`config.mk`:
```
export PLATFORM = sky130hd
export DESIGN_NAME = id_ex_stage
export DESIGN_NICKNAME = d
export VERILOG_FILES = /design/src/rtl/id_ex_stage.sv
export SDC_FILE = /design/constraint.sdc
export NUM_CORES = 1
export LEC_CHECK = 0
export ABC_AREA = 1
export BUFFER_PORTS_ARGS = -buffer_cell sky130_fd_sc_hd__buf_2
export CAP_MARGIN = 20
export CORE_AREA = 2 2 221 223
export CTS_CLUSTER_SIZE = 14
export DETAILED_ROUTE_END_ITERATION = 16
export DIE_AREA = 0 0 223 225
export GPL_ROUTABILITY_DRIVEN = 0
export PLACE_DENSITY = 0.58
export SLEW_MARGIN = 20
export SYNTH_ARGS = -nofsm -noshare
export SYNTH_HDL_FRONTEND = slang
export SYNTH_SLANG_ARGS = --single-unit
```
`constraint.sdc`:
```
create_clock -name clk -period 4.5 [get_ports clk]
set_input_delay 0.45 -clock clk [delete_from_list [all_inputs] [get_ports clk]]
set_output_delay 0.45 -clock clk [all_outputs]
set_load 0.02 [all_outputs]
```
`src/rtl/id_ex_stage.sv`:
```
// rtl/id_ex_stage.sv - ID/EX pipeline register with EX/WB forwarding and load-use bubble
//
// Purpose:
//   Holds one decoded instruction and its three operands for the combinational
//   ALU. Operands are forwarded at capture from the instruction currently held
//   here (its ALU result) or from the WB stage. A load followed by a consumer of
//   its destination gets a single bubble, after which the loaded value arrives
//   through the WB path.
//
// Ports:
//   clk, reset         rising-edge clock, synchronous active-high reset
//   stall_in           downstream hold: every stage register keeps its value
//   flush              squash the instruction being captured
//   id_instr, id_valid instruction word from IF/ID and its valid flag
//   rf_rA/rB/rD_data   register file reads for the rA, rB and rD fields
//   alu_result         ALU output for the instruction held in this stage
//   wb_en/addr/data    register file write port of the WB stage
//   ex_*               registered ALU operands and control fields
//   ex_valid           held instruction is real
//   hazard_stall       combinational load-use stall request for IF/ID
//
// Instruction word, bit 0 of the MSB-first field numbering is id_instr[31]:
//   Op_code [31:26]  rD [25:21]  rA [20:16]  rB [15:11]
//   PPP     [10:8]   WW [7:6]    R_ins [5:0]

module id_ex_stage #(
    parameter int DATA_W = 64,
    parameter int ADDR_W = 5
) (
    input  logic              clk,
    input  logic              reset,
    input  logic              stall_in,
    input  logic              flush,
    input  logic [31:0]       id_instr,
    input  logic              id_valid,
    input  logic [DATA_W-1:0] rf_rA_data,
    input  logic [DATA_W-1:0] rf_rB_data,
    input  logic [DATA_W-1:0] rf_rD_data,
    input  logic [DATA_W-1:0] alu_result,
    input  logic              wb_en,
    input  logic [ADDR_W-1:0] wb_addr,
    input  logic [DATA_W-1:0] wb_data,
    output logic [DATA_W-1:0] ex_rA_val,
    output logic [DATA_W-1:0] ex_rB_val,
    output logic [DATA_W-1:0] ex_rD_val,
    output logic [5:0]        ex_op_code,
    output logic [5:0]        ex_r_ins,
    output logic [1:0]        ex_ww,
    output logic [ADDR_W-1:0] ex_rD,
    output logic              ex_valid,
    output logic              hazard_stall
);

    localparam logic [5:0] OP_R_ALU     = 6'b101010;
    localparam logic [5:0] OP_LOAD      = 6'b100000;
    localparam logic [5:0] OP_STORE     = 6'b100001;
    localparam logic [5:0] OP_BRANCH_EZ = 6'b100010;
    localparam logic [5:0] OP_BRANCH_NZ = 6'b100011;
    localparam logic [5:0] OP_NOP       = 6'b111100;

    // ------------------------------------------------------------------
    // Incoming instruction fields
    // ------------------------------------------------------------------
    logic [5:0]        id_op;
    logic [ADDR_W-1:0] id_rd;
    logic [ADDR_W-1:0] id_ra;
    logic [ADDR_W-1:0] id_rb;
    logic [1:0]        id_ww;
    logic [5:0]        id_r_ins;

    assign id_op    = id_instr[31:26];
    assign id_rd    = id_instr[25:21];
    assign id_ra    = id_instr[20:16];
    assign id_rb    = id_instr[15:11];
    assign id_ww    = id_instr[7:6];
    assign id_r_ins = id_instr[5:0];

    // PPP is decoded further down the pipe, not here.
    logic unused_ppp;
    assign unused_ppp = ^id_instr[10:8];

    // ------------------------------------------------------------------
    // Classification of the held instruction
    // ------------------------------------------------------------------
    logic held_writer;
    logic held_is_load;
    logic held_alu_fwd;
    logic held_load_writer;

    always_comb begin
        held_is_load = (ex_op_code == OP_LOAD);
        held_writer  = ex_valid && (ex_rD != '0) &&
                       (((ex_op_code == OP_R_ALU) && (ex_r_ins != 6'b000000)) ||
                        held_is_load);
        // A held LOAD has no value yet; only ALU writers can be bypassed.
        held_alu_fwd     = held_writer && !held_is_load;
        held_load_writer = held_writer && held_is_load;
    end

    // ------------------------------------------------------------------
    // Load-use detection against the source fields of the incoming opcode
    // ------------------------------------------------------------------
    logic src_match;

    always_comb begin
        src_match = 1'b0;
        case (id_op)
            OP_R_ALU:     src_match = (id_ra == ex_rD) || (id_rb == ex_rD);
            OP_STORE,
            OP_BRANCH_EZ,
            OP_BRANCH_NZ: src_match = (id_rd == ex_rD);
            default:      src_match = 1'b0;
        endcase
    end

    // flush/stall_in already prevent this capture, so no extra hold is needed.
    assign hazard_stall = id_valid && held_load_writer && src_match &&
                          !flush && !stall_in;

    // ------------------------------------------------------------------
    // Operand forwarding: R0 -> held ALU writer -> WB -> register file
    // ------------------------------------------------------------------
    function automatic logic [DATA_W-1:0] fwd_sel(
        input logic [ADDR_W-1:0] idx,
        input logic [DATA_W-1:0] rf_val,
        input logic              alu_ok,
        input logic [ADDR_W-1:0] held_rd,
        input logic [DATA_W-1:0] alu_val,
        input logic              wb_ok,
        input logic [ADDR_W-1:0] wb_idx,
        input logic [DATA_W-1:0] wb_val
    );
        logic [DATA_W-1:0] r;
        if (idx == '0)
            r = '0;
        else if (alu_ok && (held_rd == idx))
            r = alu_val;
        else if (wb_ok && (wb_idx == idx))
            r = wb_val;
        else
            r = rf_val;
        return r;
    endfunction

    logic [DATA_W-1:0] fwd_a;
    logic [DATA_W-1:0] fwd_b;
    logic [DATA_W-1:0] fwd_d;

    always_comb begin
        fwd_a = fwd_sel(id_ra, rf_rA_data, held_alu_fwd, ex_rD, alu_result,
                        wb_en, wb_addr, wb_data);
        fwd_b = fwd_sel(id_rb, rf_rB_data, held_alu_fwd, ex_rD, alu_result,
                        wb_en, wb_addr, wb_data);
        fwd_d = fwd_sel(id_rd, rf_rD_data, held_alu_fwd, ex_rD, alu_result,
                        wb_en, wb_addr, wb_data);
    end

    // ------------------------------------------------------------------
    // Stage register
    // Reset and bubble share one encoding: invalid NOP with zero fields.
    // flush beats stall_in, so a bubble can enter while downstream holds.
    // ------------------------------------------------------------------
    logic do_bubble;
    assign do_bubble = reset || flush || (!stall_in && hazard_stall);

    always_ff @(posedge clk) begin
        if (do_bubble) begin
            ex_valid   <= 1'b0;
            ex_op_code <= OP_NOP;
            ex_r_ins   <= '0;
            ex_ww      <= '0;
            ex_rD      <= '0;
            ex_rA_val  <= '0;
            ex_rB_val  <= '0;
            ex_rD_val  <= '0;
        end else if (!stall_in) begin
            ex_valid   <= id_valid;
            ex_op_code <= id_op;
            ex_r_ins   <= id_r_ins;
            ex_ww      <= id_ww;
            ex_rD      <= id_rd;
            ex_rA_val  <= fwd_a;
            ex_rB_val  <= fwd_b;
            ex_rD_val  <= fwd_d;
        end
    end

endmodule

```
==> impl_metrics.env <==
export IMPL_place_port_buffers=572
export IMPL_syn_num_nets=3204
export IMPL_clk_pin_slew_worst_paths_ps=60
export IMPL_ctsHoldBuffers=0
export IMPL_first_global_vias=17528
export IMPL_clock_sinks=212
export IMPL_hold_viol=0
export IMPL_fp_dieArea_mm2=0.0502
export IMPL_slowest_stage="dfxtp_1"
export IMPL_dp_cells=3889
export IMPL_skew_ps=29.2
export IMPL_ys_ff_latch=212
export IMPL_synth_area_mm2=0.0151
export IMPL_avgRoutedWirePerCell_um=17.7
export IMPL_syn2layout_area_growth_pct=27.7
export IMPL_clk_root_buffer_cell="clkbuf_16"
export IMPL_post_cts_resized=0
export IMPL_syn_area_per_cell_um2=5.30
export IMPL_cp_slowest_stage_delay_ps=460
export IMPL_grt_setup_unrepaired="no"
export IMPL_routed_wl_mm=70.0
export IMPL_hold_path_class="input pin to flop"
export IMPL_core_area_mm2=0.0475
export IMPL_yosys_warnings=0
export IMPL_maxSlewViolCount=0
export IMPL_cp_arrival_ps=2250
export IMPL_crit_chain="inv_2 -> nand2_1 -> nand2_1 -> nor2_1 -> nand3_1 -> nand2_1 -> nand2_1 -> nand2_1 -> nand2_2 -> inv_1 -> buf_2"
export IMPL_ant_nets=0
export IMPL_synth_top_area_share_pct=28.2
export IMPL_vias=18901
export IMPL_yosys_area_top_type="dfxtp_1"
export IMPL_cts_max_level=1
export IMPL_drive_gt1_share_pct=20.6
export IMPL_worstSetupStartpointType="flop"
export IMPL_path_buf_inv=3
export IMPL_first_pass_iters=6
export IMPL_crit_family="simple AND/OR/NAND/NOR gates"
export IMPL_critPathCaptureType="output port"
export IMPL_crit_end="hazard_stall"
export IMPL_r2r_cells=11
export IMPL_finalSetupTns_ps=0
export IMPL_numCtsBuffers=28
export IMPL_fillerInstances=5469
export IMPL_crit_top_cell="nand2_1"
export IMPL_cts_buffer_depth=3
export IMPL_worstSetupPathDepth=11
export IMPL_cp_max_fo=6
export IMPL_final_common_cell="nand2_1"
export IMPL_slew_headroom_pct=28.9
export IMPL_grt_overflow_total=0
export IMPL_power_density_mw_per_mm2=284
export IMPL_track_usage_pct=26.7
export IMPL_tritoncts="done"
export IMPL_grt_first_pass_wirelength_mm=104
export IMPL_drt_iter0_drc=1382
export IMPL_grt_max_degree=89
export IMPL_setup_viol=0
export IMPL_cap_viol_max_count=0
export IMPL_r2r_start="ex_rD[0]"
export IMPL_drc_errors=0
export IMPL_fin_crit_sh_pct=60.0
export IMPL_fp_dieH_um=225
export IMPL_initial_core_util_pct=31.7
export IMPL_syn_inst=2841
export IMPL_leakage_nw=11.9
export IMPL_worstSetupPathType="flop to output port"
export IMPL_viasPerCell=4.79
export IMPL_synth_area_leaders="dfxtp_1, nand2_1, nor2_1"
export IMPL_layoutNonFillerInstCount=3948
export IMPL_final_util_pct=40.5
export IMPL_post_cts_buffers=0
export IMPL_status="complete, no violations"
export IMPL_r2r_end="ex_rB_val[25]"
export IMPL_worst_pin_slew_ps=1060
export IMPL_max_vdd_ir_drop_mv=0.249
export IMPL_synth_seq_area_share_pct=28.2
export IMPL_synthDistinctLibCells=23
export IMPL_fin_crit_ps=2700
export IMPL_fin_ws_ps=1800
export IMPL_clk_insertion_delay_late_ps=580
export IMPL_reg2reg_setup_slack_ps=1800
export IMPL_rows=80
export IMPL_final_net_count=3667
export IMPL_dieWidth_um=223
export IMPL_ios=576
export IMPL_final_cell_mix="nand2_1, nor2_1, buf_2"
export IMPL_antenna_found_initial=17
export IMPL_cp_startpoint="ex_rD[0]"
export IMPL_max_freq_mhz=370
export IMPL_dpl_hpwl_mm=47.8
export IMPL_worstPathRequired_ps=4050
export IMPL_pre_cts_ws_ps=1720
==> through the flow <==
| stage | area (um^2) | hold slack [ps] | total power [mW] |
|---|---|---|---|
| 2_1_floorplan | 15100 | 584 | 2.66 |
| 3_3_place_gp | 18300 | 490 | 3.15 |
| 3_5_place_dp | 18300 | 494 | 3.14 |
| 4_1_cts | 19200 | 94.2 | 5.52 |
| 5_1_grt | 19200 | 130 | 5.69 |
| 6_report | 19200 | 121 | 5.46 |
==> worst min-delay path: cells and delay by family <==
kind,cells,cell delay [ps]
simple gates,1,90
buf+inv,1,70
mux,1,50
==> layer usage <==
layer,GRT usage [%],share of wire (%),up-vias
li1,-,-,9483
met1,33.1,41,8323
met2,45.1,46,909
met3,5.83,8.8,168
met4,10.7,4.1,18
met5,0,0.19,-
==> registers in the layout, summed over array words and instances, names as in the netlist <==
register	count
ex_op_code	6
ex_rB_val	64
ex_rD_val	64
ex_rD	5
ex_ww	2
ex_rA_val	64
ex_r_ins	6
ex_valid	1
==> cell usage after synthesis, drive strengths merged <==
| library cell | number |
|---|---|
| a21oi | 4 |
| buf | 139 |
| clkbuf | 38 |
| dfxtp | 212 |
| inv | 300 |
| mux2i | 9 |
| nand2 | 886 |
| nand3 | 402 |
| nand4 | 6 |
| nor2 | 828 |
| nor3 | 1 |
| o21a | 1 |
| o21ai | 12 |
| xnor2 | 3 |
==> kinds of logic after synthesis <==
family	Yosys count	synth area share, %
AND/OR/NAND/NOR	2123	56.8
multiplexers	9	0.598
XOR/XNOR	3	0.174
buffers and inverters	477	13.7
flip-flops	212	28.2
AO/OA/AOI/OAI	17	0.581
==> final cells by class <==
| class | instances | area [um^2] | share of cell area [%] |
|---|---|---|---|
| antenna | 8 | 20.0 | 0.104 |
| clock buffer | 44 | 882 | 4.59 |
| clock inverter | 7 | 63.8 | 0.332 |
| inverter | 300 | 1130 | 5.85 |
| multi-input combinational | 2152 | 8870 | 46.1 |
| sequential | 212 | 4240 | 22.1 |
| tap | 615 | 769 | 4.00 |
| timing repair buffer | 610 | 3270 | 17.0 |
==> where the power goes <==
part,internal (mW),switching (mW)
Sequential,1.94,0.0375
Clock,1.39,0.953
Combinational,0.374,0.759
Total,3.71,1.75
==> worst min path at each step <==
stage	depth (start not counted)	slack (ps)	from	endpoint
2_1_floorplan	2	580	id_instr[29]	ex_op_code[3]
3_3_place_gp	2	490	ex_ww[1]	ex_ww[1]
3_5_place_dp	2	490	ex_ww[1]	ex_ww[1]
4_1_cts	3	90	id_instr[4]	ex_r_ins[4]
5_1_grt	3	130	id_instr[4]	ex_r_ins[4]
6_report	3	120	id_instr[6]	ex_ww[0]
Power figures use the tool's default switching activity.
